<file path="config.mk">
export PLATFORM = sky130hd
export DESIGN_NAME = pattern_player
export DESIGN_NICKNAME = d
export VERILOG_FILES = /design/src/rtl/simon_pkg.sv /design/src/rtl/playback_timer.sv /design/src/rtl/pattern_player.sv
export SDC_FILE = /design/constraint.sdc
export NUM_CORES = 1
export LEC_CHECK = 0
export CORE_ASPECT_RATIO = 0.7
export CORE_MARGIN = 1
export CORE_UTILIZATION = 30
export CTS_BUF_LIST = sky130_fd_sc_hd__clkbuf_4 sky130_fd_sc_hd__clkbuf_8
export DETAILED_ROUTE_END_ITERATION = 12
export HOLD_SLACK_MARGIN = 0.05
export SLEW_MARGIN = 20
export SYNTH_ARGS = -nofsm -noshare
export SYNTH_HDL_FRONTEND = slang
export SYNTH_HIERARCHICAL = 1
export SYNTH_SLANG_ARGS = --single-unit
export TNS_END_PERCENT = 10
</file>
<file path="constraint.sdc">
create_clock -name clk -period 2.77 [get_ports clk]
set_input_delay 0.554 -clock clk [delete_from_list [all_inputs] [get_ports clk]]
set_output_delay 0.554 -clock clk [all_outputs]
set_load 0.005 [all_outputs]
</file>
<file path="src/rtl/simon_pkg.sv">
// Shared types and helpers for the colour-sequence game.
//   color_t        : 2-bit colour code (GREEN=0, RED=1, YELLOW=2, BLUE=3)
//   player_state_t : playback engine states
//   PATTERN_DEPTH  : number of entries in the pattern memory
//   color_onehot() : colour code -> one-hot LED vector (bit n for colour n)
package simon_pkg;

  localparam int unsigned PATTERN_DEPTH = 64;

  typedef enum logic [1:0] {
    GREEN  = 2'd0,
    RED    = 2'd1,
    YELLOW = 2'd2,
    BLUE   = 2'd3
  } color_t;

  typedef enum logic [2:0] {
    ST_IDLE,
    ST_FETCH,
    ST_ON,
    ST_OFF,
    ST_DONE
  } player_state_t;

  function automatic logic [3:0] color_onehot(input color_t c);
    return 4'b0001 << c;
  endfunction

endpackage

</file>
<file path="src/rtl/playback_timer.sv">
// Loadable down-counter used for the LED on-time and dark gap.
//   clk, reset  : clock, synchronous active-high reset (count -> 0)
//   load_i      : load load_val_i (has priority over decrement)
//   load_val_i  : value to load
//   dec_i       : decrement by one; holds at zero
//   value_o     : current count
//   zero_o      : count is zero
module playback_timer #(
  parameter int unsigned WIDTH = 2
) (
  input  logic             clk,
  input  logic             reset,
  input  logic             load_i,
  input  logic [WIDTH-1:0] load_val_i,
  input  logic             dec_i,
  output logic [WIDTH-1:0] value_o,
  output logic             zero_o
);

  logic [WIDTH-1:0] count_q;

  always_ff @(posedge clk) begin
    if (reset) begin
      count_q <= '0;
    end else if (load_i) begin
      count_q <= load_val_i;
    end else if (dec_i && (count_q != '0)) begin
      count_q <= count_q - 1'b1;
    end
  end

  assign value_o = count_q;
  assign zero_o  = (count_q == '0);

endmodule

</file>
<file path="src/rtl/pattern_player.sv">
// Playback engine for the stored colour sequence. Reads pattern memory
// entries 0..len-1, lights one colour for ON_CYCLES, goes dark for
// OFF_CYCLES, and pulses done at the end.
//   clk       : clock (rising edge)
//   reset     : synchronous, active-high
//   abort     : (only with PATTERN_PLAYER_ABORT_EN) cancel playback
//   start     : begin playback, sampled in IDLE only
//   seq_len   : entries to play, 0..64, larger values clamp to 64
//   mem_addr  : pattern memory read address (asynchronous-read memory)
//   mem_data  : colour at mem_addr, same cycle
//   led       : one-hot colour, 0 when dark
//   busy      : high in every state except IDLE
//   done      : one-cycle pulse at completion
// Optional feature macro: PATTERN_PLAYER_ABORT_EN adds the abort input.
module pattern_player
  import simon_pkg::*;
#(
  parameter int unsigned ADDR_W     = $clog2(PATTERN_DEPTH),
  parameter int unsigned ON_CYCLES  = 25_000_000,
  parameter int unsigned OFF_CYCLES = 12_500_000
) (
  input  logic              clk,
  input  logic              reset,
`ifdef PATTERN_PLAYER_ABORT_EN
  input  logic              abort,
`endif
  input  logic              start,
  input  logic [ADDR_W:0]   seq_len,
  output logic [ADDR_W-1:0] mem_addr,
  input  logic [1:0]        mem_data,
  output logic [3:0]        led,
  output logic              busy,
  output logic              done
);

  localparam int unsigned MAX_CYC = (ON_CYCLES > OFF_CYCLES) ? ON_CYCLES : OFF_CYCLES;
  // Keep at least one bit so ON_CYCLES=OFF_CYCLES=1 still elaborates.
  localparam int unsigned TW = (MAX_CYC > 1) ? $clog2(MAX_CYC) : 1;
  localparam logic [TW-1:0] ON_LOAD  = TW'(ON_CYCLES - 1);
  localparam logic [TW-1:0] OFF_LOAD = TW'(OFF_CYCLES - 1);
  localparam logic [ADDR_W:0] DEPTH_LEN = {1'b1, {ADDR_W{1'b0}}};

  player_state_t   state_q;
  logic [ADDR_W:0] idx_q;
  logic [ADDR_W:0] len_q;
  logic [ADDR_W:0] len_d;
  logic [3:0]      led_q;
  logic            busy_q;
  logic            done_q;

  logic            tmr_load;
  logic [TW-1:0]   tmr_load_val;
  logic            tmr_dec;
  logic [TW-1:0]   tmr_value;
  logic            tmr_zero;

  assign len_d = (seq_len > DEPTH_LEN) ? DEPTH_LEN : seq_len;

  always_comb begin
    tmr_load     = 1'b0;
    tmr_load_val = ON_LOAD;
    tmr_dec      = 1'b0;
    case (state_q)
      ST_FETCH: tmr_load = 1'b1;
      ST_ON: begin
        if (tmr_zero) begin
          tmr_load     = 1'b1;
          tmr_load_val = OFF_LOAD;
        end else begin
          tmr_dec = 1'b1;
        end
      end
      ST_OFF:  tmr_dec = 1'b1;
      default: ;
    endcase
  end

  playback_timer #(
    .WIDTH(TW)
  ) u_timer (
    .clk       (clk),
    .reset     (reset),
    .load_i    (tmr_load),
    .load_val_i(tmr_load_val),
    .dec_i     (tmr_dec),
    .value_o   (tmr_value),
    .zero_o    (tmr_zero)
  );

  zero_flag_consistent: assert property (@(posedge clk) disable iff (reset)
    tmr_zero == (tmr_value == '0));

  // led_q doubles as the colour register: the colour is captured
  // straight into one-hot form in FETCH and held through ON.
  always_ff @(posedge clk) begin
    if (reset) begin
      state_q <= ST_IDLE;
      idx_q   <= '0;
      len_q   <= '0;
      led_q   <= '0;
      busy_q  <= 1'b0;
      done_q  <= 1'b0;
    end else begin
      done_q <= 1'b0;
`ifdef PATTERN_PLAYER_ABORT_EN
      if (abort && (state_q != ST_IDLE)) begin
        state_q <= ST_IDLE;
        idx_q   <= '0;
        led_q   <= '0;
        busy_q  <= 1'b0;
      end else begin
`else
      begin
`endif
        case (state_q)
          ST_IDLE: begin
            if (start) begin
              len_q  <= len_d;
              idx_q  <= '0;
              busy_q <= 1'b1;
              if (len_d == '0) begin
                state_q <= ST_DONE;
                done_q  <= 1'b1;
              end else begin
                state_q <= ST_FETCH;
              end
            end
          end
          ST_FETCH: begin
            led_q   <= color_onehot(color_t'(mem_data));
            state_q <= ST_ON;
          end
          ST_ON: begin
            if (tmr_zero) begin
              led_q   <= '0;
              state_q <= ST_OFF;
            end
          end
          ST_OFF: begin
            if (tmr_zero) begin
              if (idx_q == len_q - 1'b1) begin
                state_q <= ST_DONE;
                done_q  <= 1'b1;
              end else begin
                idx_q   <= idx_q + 1'b1;
                state_q <= ST_FETCH;
              end
            end
          end
          ST_DONE: begin
            state_q <= ST_IDLE;
            idx_q   <= '0;
            busy_q  <= 1'b0;
          end
          default: begin
            state_q <= ST_IDLE;
            idx_q   <= '0;
            led_q   <= '0;
            busy_q  <= 1'b0;
          end
        endcase
      end
    end
  end

  assign mem_addr = idx_q[ADDR_W-1:0];
  assign led      = led_q;
  assign busy     = busy_q;
`ifdef PATTERN_PLAYER_ABORT_EN
  // done is registered on entry to DONE, so an abort seen during the
  // DONE cycle masks the already-raised pulse combinationally.
  assign done = done_q & ~abort;
`else
  assign done = done_q;
`endif

endmodule

</file>
==> results of run 1 <==
## placed cells by master, fill, tap and decap left out, types with 3 or more instances in the layout
cell / count
sky130_fd_sc_hd__o31ai_1: 7
sky130_fd_sc_hd__nor4_1: 8
sky130_fd_sc_hd__nand4_1: 6
sky130_fd_sc_hd__buf_4: 21
sky130_fd_sc_hd__o31a_1: 3
sky130_fd_sc_hd__a2111oi_0: 4
sky130_fd_sc_hd__or2_2: 4
sky130_fd_sc_hd__or4_1: 6
sky130_fd_sc_hd__clkbuf_8: 5
sky130_fd_sc_hd__o41ai_1: 3
sky130_fd_sc_hd__a21oi_1: 21
sky130_fd_sc_hd__inv_1: 13
sky130_fd_sc_hd__nor3_1: 10
sky130_fd_sc_hd__nor2_1: 38
sky130_fd_sc_hd__nand3_1: 4
sky130_fd_sc_hd__a211oi_1: 10
sky130_fd_sc_hd__o21ai_0: 11
sky130_fd_sc_hd__conb_1: 16
sky130_fd_sc_hd__clkdlybuf4s50_1: 23
sky130_fd_sc_hd__nand2b_1: 9
sky130_fd_sc_hd__and3_1: 4
sky130_fd_sc_hd__dfxtp_1: 48
sky130_fd_sc_hd__nor2b_1: 3
sky130_fd_sc_hd__and4_1: 3
sky130_fd_sc_hd__or3_1: 12
sky130_fd_sc_hd__a311oi_1: 14
sky130_fd_sc_hd__bufinv_16: 3
sky130_fd_sc_hd__nand3b_1: 9
sky130_fd_sc_hd__xnor2_1: 7
sky130_fd_sc_hd__ha_1: 4
sky130_fd_sc_hd__xor2_1: 6
sky130_fd_sc_hd__nand4b_1: 3
sky130_fd_sc_hd__nand2_1: 21
## layout make-up
cell class | instances | area, µm² | area share (%)
flip-flops and latches | 48 | 960.9 | 27.21
multi-input cells | 280 | 1819 | 51.52
repair buffers | 44 | 387.9 | 10.99
clock buffers | 5 | 68.82 | 1.949
clock inverters | 3 | 90.09 | 2.551
well taps | 124 | 155.1 | 4.394
inverters | 13 | 48.80 | 1.382
## worst max-delay path: stages (launching register included)
cell	delay, ps
sky130_fd_sc_hd__dfxtp_1	340
sky130_fd_sc_hd__inv_1	80
sky130_fd_sc_hd__ha_1	220
sky130_fd_sc_hd__nand2_1	140
sky130_fd_sc_hd__nor4_4	70
sky130_fd_sc_hd__nor2b_2	160
sky130_fd_sc_hd__nor2_1	220
sky130_fd_sc_hd__nand3_1	270
sky130_fd_sc_hd__a21o_1	310
sky130_fd_sc_hd__or4_1	480
sky130_fd_sc_hd__a311oi_1	270
## kinds of logic (layout without fill, tap and decap cells)
family / after synthesis / in the layout / share of synthesized area [%]
adders and majority gates: 4 / 4 / 1.741
DFF: 48 / 48 / 33.42
other: 2 / 16 / 0.2612
and+or+nand+nor: 156 / 156 / 29.98
buffers and inverters: 41 / 65 / 7.267
AOI/OAI and AO/OA: 90 / 90 / 23.02
muxes: 1 / 1 / 0.3481
xor gates and xnor gates: 13 / 13 / 3.960
## registers in the layout (all words and copies together), names as in the netlist
name	cells
state_q	3
led	4
len_q	7
done	1
u_timer/value_o	25
busy	1
idx_q	7
## worst min path at each step
stage	start	slack (ps)	to
final	led[3]	470	led[3]
after CTS	led[3]	470	led[3]
after global routing	busy	510	busy
after global placement	led[3]	450	led[3]
after floorplan	len_q[1]	440	len_q[1]
after detailed placement	led[3]	460	led[3]
## repair_timing
action                     4_1_cts  5_1_grt
setup endpoints to repair        0       21
hold buffers                     0        0
resized for setup                0       10
## power breakdown
group / total (µW) / leakage [µW] / internal, µW / switching [µW]
clock network: 708 / 0.0000784 / 452 / 256
logic: 668 / 0.000776 / 272 / 396
registers: 819 / 0.000392 / 755 / 63.7
## through the flow
stage          setup TNS, ps  utilization [%]  hold slack [ps]  cells  setup slack (ps)
2_1_floorplan              0                -            441.0    369             27.28
3_3_place_gp               0            36.28            454.8    509             192.4
3_5_place_dp               0            36.28            457.1    509             106.4
4_1_cts                    0            38.01            474.3    517             74.49
5_1_grt               -76.17            38.46            513.8    517            -48.49
6_report                   0            38.46            473.2    517             115.7
## per-layer routing
| layer | share of wire (%) | wire [µm] | up-vias | GRT usage, % |
|---|---|---|---|---|
| met5 | 0 | 0 | - | 0 |
| met4 | 0.46 | 34 | 0 | 2.992 |
| met3 | 3.4 | 252 | 5 | 3.005 |
| met2 | 39 | 2880 | 45 | 20.72 |
| met1 | 57 | 4239 | 1279 | 24.48 |
| li1 | - | - | 1378 | - |
==> summary.txt, run 1 <==
Power
  – Leak: 0.001247 µW
  – Pwr Total: 2195 µW
  – VDD IR-drop max: 0.3411 mV
  – Power density of the placed cells: 621.6 nW/µm²

Finish
  – Fraction of layout cells with a size suffix above 1: 13.49%
  – Antenna diode instance count: 0
  – P&R area growth vs syn: 22.80%
  – Nets: 408
  – Post-route cell area: 3531 µm²
  – Layout filler cell count: 957

Floorplan
  – Die height: 83.91 µm
  – Top-level port count: 24
  – Core area: 9180 µm²
  – Cell Rows: 29
  – Initial cell density of the core: 31.32%
  – DIE AREA: 9986 µm²
  – Horizontal die dimension: 119.0 µm

Drt
  – Via count: 2707
  – Vias/cell: 5.236
  – Remaining antenna violation count after routing: 0
  – Initial DRC Count: 139
  – Final routed DRC violation total: 0
  – Number of iterations in the first detailed-routing pass: 4
  – Post-detailed-routing wire length: 7407 µm
  – Average routed wire per standard cell: 14.33 µm

Clock network
  – Post-CTS clock slew at the launch and capture registers of the worst setup and hold paths: 100 ps
  – CTS H-tree depth: 2
  – TritonCTS clock tree: done
  – TritonCTS Buffers: 5
  – Root Buffer: sky130_fd_sc_hd__clkbuf_8
  – Clk sinks: 48
  – Maximum clock insertion buffer count: 2
  – Source-to-sink clock delay at the later pin of the worst-skew pair: 310 ps
  – Post-CTS Setup Repair Bufs: 0

Timing
  – Final Max Tran Viols: 0
  – Final critical-path share of the clock period: 95.82%
  – Worst setup skew after layout: 16.00 ps
  – Final hold viol count: 0
  – Relative slew slack: 47.50%
  – RSZ-0062 raised after global routing: true
  – Crit path time final: 2654 ps
  – Worst slew pin tran: 781.5 ps
  – Maximum clock frequency: 0.3767 GHz
  – Number of failing setup endpoints in the final timing report: 0

Worst setup path
  – Last element of the critical path: u_timer/value_o[15]
  – CP Launch Point: u_timer/value_o[0]
  – Worst flop-to-flop path endpoint: u_timer/value_o[15]
  – Kind of launch point of the worst setup path: register
  – Required time worst endpoint: 2980 ps
  – Worst reg2reg path startpoint: u_timer/value_o[0]
  – Arrival time at the worst endpoint: 2870 ps
  – Category of the worst setup path capture point: register
  – Largest driver fanout on the critical path: 5
  – Number of cells on the worst reg-to-reg path: 10
  – Worst reg2reg setup slack: 120 ps
  – Critical Setup Path Class: reg2reg

Place
  – RePlAce Congestion: 0.8254
  – Port-buffer cells: 23
  – Half-perimeter wire length of the detailed placement result: 5476 µm
  – Placed Area: 3331 µm²

Yosys
  – Synth top area share: 33.42%
  – Synthesized area: 2875 µm²
  – Number of synthesized flops with an enable pin: 0
  – Count of different cell masters after synthesis: 55
  – Leading cell types by total area after synthesis: sky130_fd_sc_hd__dfxtp_1 (33%), sky130_fd_sc_hd__nor2_1 (5.0%), sky130_fd_sc_hd__a311oi_1 (4.3%), sky130_fd_sc_hd__a21oi_1 (3.7%), sky130_fd_sc_hd__a211oi_1 (2.9%)
  – Per-instance average area after synthesis: 8.099 µm²
  – Synthesis Warnings: 6
  – Cell with the most instances after synthesis: sky130_fd_sc_hd__dfxtp_1
  – Number of synthesized register bits: 48
  – Register area share after synthesis: 33.42%
  – Post-synthesis instance total: 355
  – Library cell with the largest summed area after synthesis: sky130_fd_sc_hd__dfxtp_1
  – Cell types with the highest counts after synthesis: sky130_fd_sc_hd__dfxtp_1 (48), sky130_fd_sc_hd__nor2_1 (38), sky130_fd_sc_hd__a21oi_1 (21), sky130_fd_sc_hd__nand2_1 (21)
  – Async set-or-reset flop fraction in the synthesized netlist: 0%
  – Top FF cell, synth: sky130_fd_sc_hd__dfxtp_1

Flow run
  – Max-capacitance violation count: 0

Global route
  – Initial antenna violation count: 0
  – Global-route wire length before repair: 12450 µm
  – Largest net degree at the start of global routing: 32
  – Vias in the first global route: 2445
  – Grt ovf: 0
  – Total GRT Usage: 15.40%

Run status
  – Outcome: finished clean

Min path
  – Depth of the worst hold-timing path: 2
  – Worst hold path type: reg2reg
(Power assumes the default switching activity.)
==> run 2: changes to the inputs <==
TNS_END_PERCENT = unset   (was 10)
==> run 2 against run 1 <==
Compared with the run above:
- worst setup slack better by 130 ps
- clock skew is 0.65 ps lower
- clock power about the same
- critical path type unchanged
- via count grew 0.44%
- sequential share of layout area fell by 0.058 points
==> summary.txt, run 2 (synthesized netlist as in run 1, its figures left out) <==
Global route
  – Grt ovf: 0
  – Largest net degree at the start of global routing: 32
  – Global-route wire length before repair: 12450 µm
  – Initial antenna violation count: 0
  – Vias in the first global route: 2445
  – Total GRT Usage: 15.40%

Timing
  – Final Max Tran Viols: 0
  – Final hold viol count: 0
  – Worst setup skew after layout: 15.36 ps
  – Crit path time final: 2524 ps
  – Final worst setup slack: 245.8 ps
  – Relative slew slack: 47.40%
  – Worst slew pin tran: 783.0 ps
  – Final critical-path share of the clock period: 91.13%
  – Post-Route Setup TNS: 0 ps
  – Number of failing setup endpoints in the final timing report: 0
  – RSZ-0062 raised after global routing: false
  – Maximum clock frequency: 0.3962 GHz

Floorplan
  – Core area: 9180 µm²
  – Initial cell density of the core: 31.32%
  – Horizontal die dimension: 119.0 µm
  – Top-level port count: 24
  – Cell Rows: 29
  – Die height: 83.91 µm
  – DIE AREA: 9986 µm²

Worst setup path
  – Arrival time at the worst endpoint: 2740 ps
  – Largest driver fanout on the critical path: 13
  – Critical Setup Path Class: reg2reg
  – Kind of launch point of the worst setup path: register
  – Required time worst endpoint: 2990 ps
  – Category of the worst setup path capture point: register

Clock network
  – Root Buffer: sky130_fd_sc_hd__clkbuf_8
  – CTS H-tree depth: 2
  – Clk sinks: 48
  – Maximum clock insertion buffer count: 2
  – Hold bufs inserted after CTS: 0
  – Post-CTS Setup Repair Bufs: 0
  – Source-to-sink clock delay at the later pin of the worst-skew pair: 310 ps
  – TritonCTS Buffers: 5
  – Post-CTS clock slew at the launch and capture registers of the worst setup and hold paths: 100 ps
  – PostCTS Resize Cnt: 0
  – TritonCTS clock tree: done

Finish
  – Most frequent cells in the layout: sky130_fd_sc_hd__dfxtp_1 (48), sky130_fd_sc_hd__nor2_1 (37), sky130_fd_sc_hd__clkdlybuf4s50_1 (23)
  – P&R area growth vs syn: 23.06%
  – Most common library cell in the layout ignoring fill and taps: sky130_fd_sc_hd__dfxtp_1
  – Nets: 408
  – Fraction of layout cells with a size suffix above 1: 13.99%
  – Final cell utilization of the core: 38.54%
  – Antenna diode instance count: 0
  – Number of flip-flops in the largest register: 25

Place
  – RePlAce Congestion: 0.8254
  – Port-buffer cells: 23
  – Pre-CTS setup slack: 106.4 ps
  – Half-perimeter wire length of the detailed placement result: 5476 µm

Drt
  – Initial DRC Count: 151
  – Average routed wire per standard cell: 14.34 µm
  – Vias/cell: 5.259
  – Number of iterations in the first detailed-routing pass: 4
  – Final routed DRC violation total: 0
  – Via count: 2719
  – Remaining antenna violation count after routing: 0
  – Post-detailed-routing wire length: 7415 µm

Power
  – Switching pwr: 718.7 µW
  – Power density of the placed cells: 621.1 nW/µm²
  – Sequential cell fraction of total power: 37.3%
  – VDD IR-drop max: 0.3473 mV
  – Sw Share: 32.70%
  – Comb power frac: 30.5%
  – Internal power: 1479 µW
  – Leak: 0.001247 µW
  – Clock network power share: 32.2%

Min path
  – Worst hold path type: reg2reg

Flow run
  – Max-capacitance violation count: 0

Run status
  – Outcome: finished clean
[run 2: power groups by stage]
| stage | clock [µW] | combinational [µW] | sequential (µW) |
|---|---|---|---|
| floorplan | 0 | 456 | 816 |
| finish | 709 | 670 | 819 |
| global placement | 0 | 631 | 827 |
| CTS | 727 | 643 | 813 |
| global route | 754 | 736 | 831 |
| detailed placement | 0 | 641 | 828 |
[run 2: through the flow]
stage | cells | total power (µW) | hold slack, ps | area, µm²
after floorplan | 369 | 1272 | 441.0 | 2948
after global placement | 509 | 1458 | 454.8 | 3331
after detailed placement | 509 | 1469 | 457.1 | 3331
after CTS | 517 | 2184 | 474.3 | 3490
after global routing | 517 | 2321 | 513.8 | 3538
final | 517 | 2198 | 473.7 | 3538
[run 2: worst paths after layout]
kind | endpoint | slack (ps) | from | cells past startpoint
setup / recovery | u_timer/value_o[20] | 250 | u_timer/value_o[0] | 10
hold / removal | led[3] | 470 | led[3] | 2
setup reg to reg | u_timer/value_o[20] | 250 | u_timer/value_o[0] | 10
hold reg to reg | led[3] | 470 | led[3] | 2
[run 2: cell type report]
type / instances / area [µm²]
Multi-Input combinational cell: 280 / 1827
Tap cell: 124 / 155.1
Inverter: 13 / 48.80
Clock buffer: 5 / 68.82
Fill cell: 957 / 5642
Sequential cell: 48 / 960.9
Clock inverter: 3 / 90.09
Timing Repair Buffer: 44 / 387.9
[run 2: worst max-delay path, cell delays in order (launching register included)]
cell and delay, ps:
sky130_fd_sc_hd__dfxtp_1 340, sky130_fd_sc_hd__inv_1 80, sky130_fd_sc_hd__ha_1 220, sky130_fd_sc_hd__nand2_1 140, sky130_fd_sc_hd__nor4_4 70, sky130_fd_sc_hd__nor2b_2 170
sky130_fd_sc_hd__nor2_2 160, sky130_fd_sc_hd__nand2_1 100, sky130_fd_sc_hd__a211o_2 420, sky130_fd_sc_hd__or4_1 490, sky130_fd_sc_hd__a311oi_1 250
[run 2: metal layers]
metal / vias to the layer above / global-route usage [%] / wire [µm]
met3: 5 / 3.005 / 254
met1: 1286 / 24.48 / 4262
met2: 50 / 20.72 / 2863
met5: - / 0 / 0
met4: 0 / 2.992 / 34
li1: 1378 / - / -
==> run 3: changes to the inputs <==
CORE_MARGIN = 4   (was 1)
==> run 3 against run 2 <==
Compared with the run above:
- largest cell class unchanged
- largest power group unchanged
- worst hold slack improved by 3.8 ps
- wire length is 4.1% higher
- final area shrank 1.3%
- critical path depth is the same
- first-iteration DRC count increased by 74%
- final cell count down 0.19%
- sequential share of layout area grew 0.35 points
- combinational power hardly changed
==> summary.txt, run 3 (synthesized netlist as in run 1, its figures left out) <==
Min path
  – Worst hold path type: reg2reg

Worst setup path
  – Dominant cell type by count on the critical path: sky130_fd_sc_hd__nand2_1
  – CP Launch Point: u_timer/value_o[0]
  – Standard cell with the maximum stage delay on the critical path: sky130_fd_sc_hd__or3_2
  – Required time worst endpoint: 2990 ps
  – Kind of launch point of the worst setup path: register
  – Critical Setup Path Class: reg2reg
  – Category of the worst setup path capture point: register
  – Cell chain of the critical path: inv_1, ha_1, nand2_1, nor4_4, nor2b_4, nor2_2, nand2_1, a211o_2, or3_2, a311oi_1
  – CP Buf/Inv Count: 1
  – Arrival time at the worst endpoint: 2790 ps
  – WP depth: 10
  – Last element of the critical path: u_timer/value_o[14]
  – Worst flop-to-flop path endpoint: u_timer/value_o[14]
  – Number of cells on the worst reg-to-reg path: 10
  – Largest driver fanout on the critical path: 12
  – Worst reg2reg path startpoint: u_timer/value_o[0]
  – Worst reg2reg setup slack: 200 ps
  – Largest stage delay on the critical path: 460 ps
  – Critical path's top delay family: simple AND/OR/NAND/NOR gates

Floorplan
  – Top-level port count: 24
  – Cell Rows: 29
  – Initial cell density of the core: 31.20%
  – Die height: 89.91 µm
  – Core area: 9216 µm²
  – DIE AREA: 11240 µm²
  – Horizontal die dimension: 125.0 µm

Drt
  – Remaining antenna violation count after routing: 0
  – Vias/cell: 5.304
  – Average routed wire per standard cell: 14.97 µm
  – Initial DRC Count: 263
  – Post-detailed-routing wire length: 7722 µm
  – Final routed DRC violation total: 0
  – Number of iterations in the first detailed-routing pass: 5
  – Via count: 2737

Power
  – Pwr Total: 2031 µW
  – Power density of the placed cells: 581.5 nW/µm²
  – VDD IR-drop max: 0.2342 mV
  – Leak: 0.001217 µW

Clock network
  – Post-CTS clock slew at the launch and capture registers of the worst setup and hold paths: 100 ps
  – CTS H-tree depth: 2
  – Maximum clock insertion buffer count: 2
  – Clk sinks: 48
  – TritonCTS Buffers: 5
  – Source-to-sink clock delay at the later pin of the worst-skew pair: 320 ps
  – TritonCTS clock tree: done
  – Root Buffer: sky130_fd_sc_hd__clkbuf_8

Finish
  – Non-Filler Instances: 516
  – Most common library cell in the layout ignoring fill and taps: sky130_fd_sc_hd__dfxtp_1
  – Nets: 407
  – Area occupied by registers: 960.9 µm²
  – Most frequent cells in the layout: sky130_fd_sc_hd__dfxtp_1 (48), sky130_fd_sc_hd__nor2_1 (36), sky130_fd_sc_hd__clkdlybuf4s50_1 (23)
  – Layout filler cell count: 977
  – Antenna diode instance count: 0
  – Final cell utilization of the core: 37.90%
  – P&R area growth vs syn: 21.50%
  – Fraction of layout cells with a size suffix above 1: 13.78%
  – Number of flip-flops in the largest register: 25
  – Multi-input gate area in the final layout: 1829 µm²

Timing
  – Maximum clock frequency: 0.3895 GHz
  – Number of failing setup endpoints in the final timing report: 0
  – Crit path time final: 2568 ps
  – Post-Route Setup TNS: 0 ps
  – Final Max Tran Viols: 0
  – Final critical-path share of the clock period: 92.69%
  – Relative slew slack: 51.24%
  – Worst slew pin tran: 721.9 ps
  – Worst setup skew after layout: 12.91 ps
  – Final hold viol count: 0
  – RSZ-0062 raised after global routing: true

Place
  – Half-perimeter wire length of the detailed placement result: 5666 µm
  – Post-placement cell count: 508
  – Port-buffer cells: 23
  – RePlAce Congestion: 0.8510

Global route
  – Total GRT Usage: 13.64%
  – Initial antenna violation count: 0
  – Grt ovf: 0
  – Vias in the first global route: 2516
  – Global-route wire length before repair: 12750 µm
  – Largest net degree at the start of global routing: 24

Run status
  – Outcome: finished clean

Flow run
  – Max-capacitance violation count: 0
-- run 3: report_power, final --
group	switching, µW	total (µW)	internal [µW]
clock network	268	540	272
registers	68.8	824	755
logic	399	667	268
total	736	2030	1300
-- run 3: worst min-delay path: stages, from the launching register on --
cell and delay, ps:
sky130_fd_sc_hd__dfxtp_1 330, sky130_fd_sc_hd__nand2_1 50, sky130_fd_sc_hd__a21oi_1 50
-- run 3: per-layer routing --
layer / track usage (%) / vias to the layer above / routed length (µm)
li1: - / 1378 / -
met1: 20.72 / 1283 / 4071
met2: 19.01 / 67 / 3111
met3: 3.140 / 9 / 435
met4: 3.881 / 0 / 104
met5: 0 / - / 0
-- run 3: how the worst min path moves through the flow --
stage / startpoint / end / slack [ps] / depth (start not counted)
after floorplan: len_q[1] / len_q[1] / 440 / 2
after CTS: len_q[1] / len_q[1] / 480 / 2
final: len_q[1] / len_q[1] / 480 / 2
after global routing: led[3] / led[3] / 500 / 2
after detailed placement: len_q[1] / len_q[1] / 460 / 2
after global placement: led[3] / led[3] / 450 / 2
-- run 3: stage by stage --
step	hold WS, ps	instance area [µm²]	setup WS, ps
after CTS	477.1	3447	13.75
final	477.5	3493	202.4
after global placement	452.6	3323	86.76
after floorplan	441.0	2948	27.28
after detailed placement	462.3	3323	-67.65
after global routing	497.5	3493	-9.308
-- run 3: cell type report --
| cell class | count | share of cell area, % |
|---|---|---|
| flip-flops and latches | 48 | 27.51 |
| inverters | 13 | 1.397 |
| clock inverters | 3 | 1.325 |
| multi-input cells | 280 | 52.36 |
| repair buffers | 43 | 11.00 |
| well taps | 124 | 4.441 |
| clock buffers | 5 | 1.970 |
-- run 3: timing repair --
| item | 4_1_cts | 5_1_grt |
|---|---|---|
| setup buffers | 0 | 0 |
| gates resized for setup | 2 | 12 |
| setup endpoints to repair | 12 | 18 |
| hold buffers | 0 | 0 |
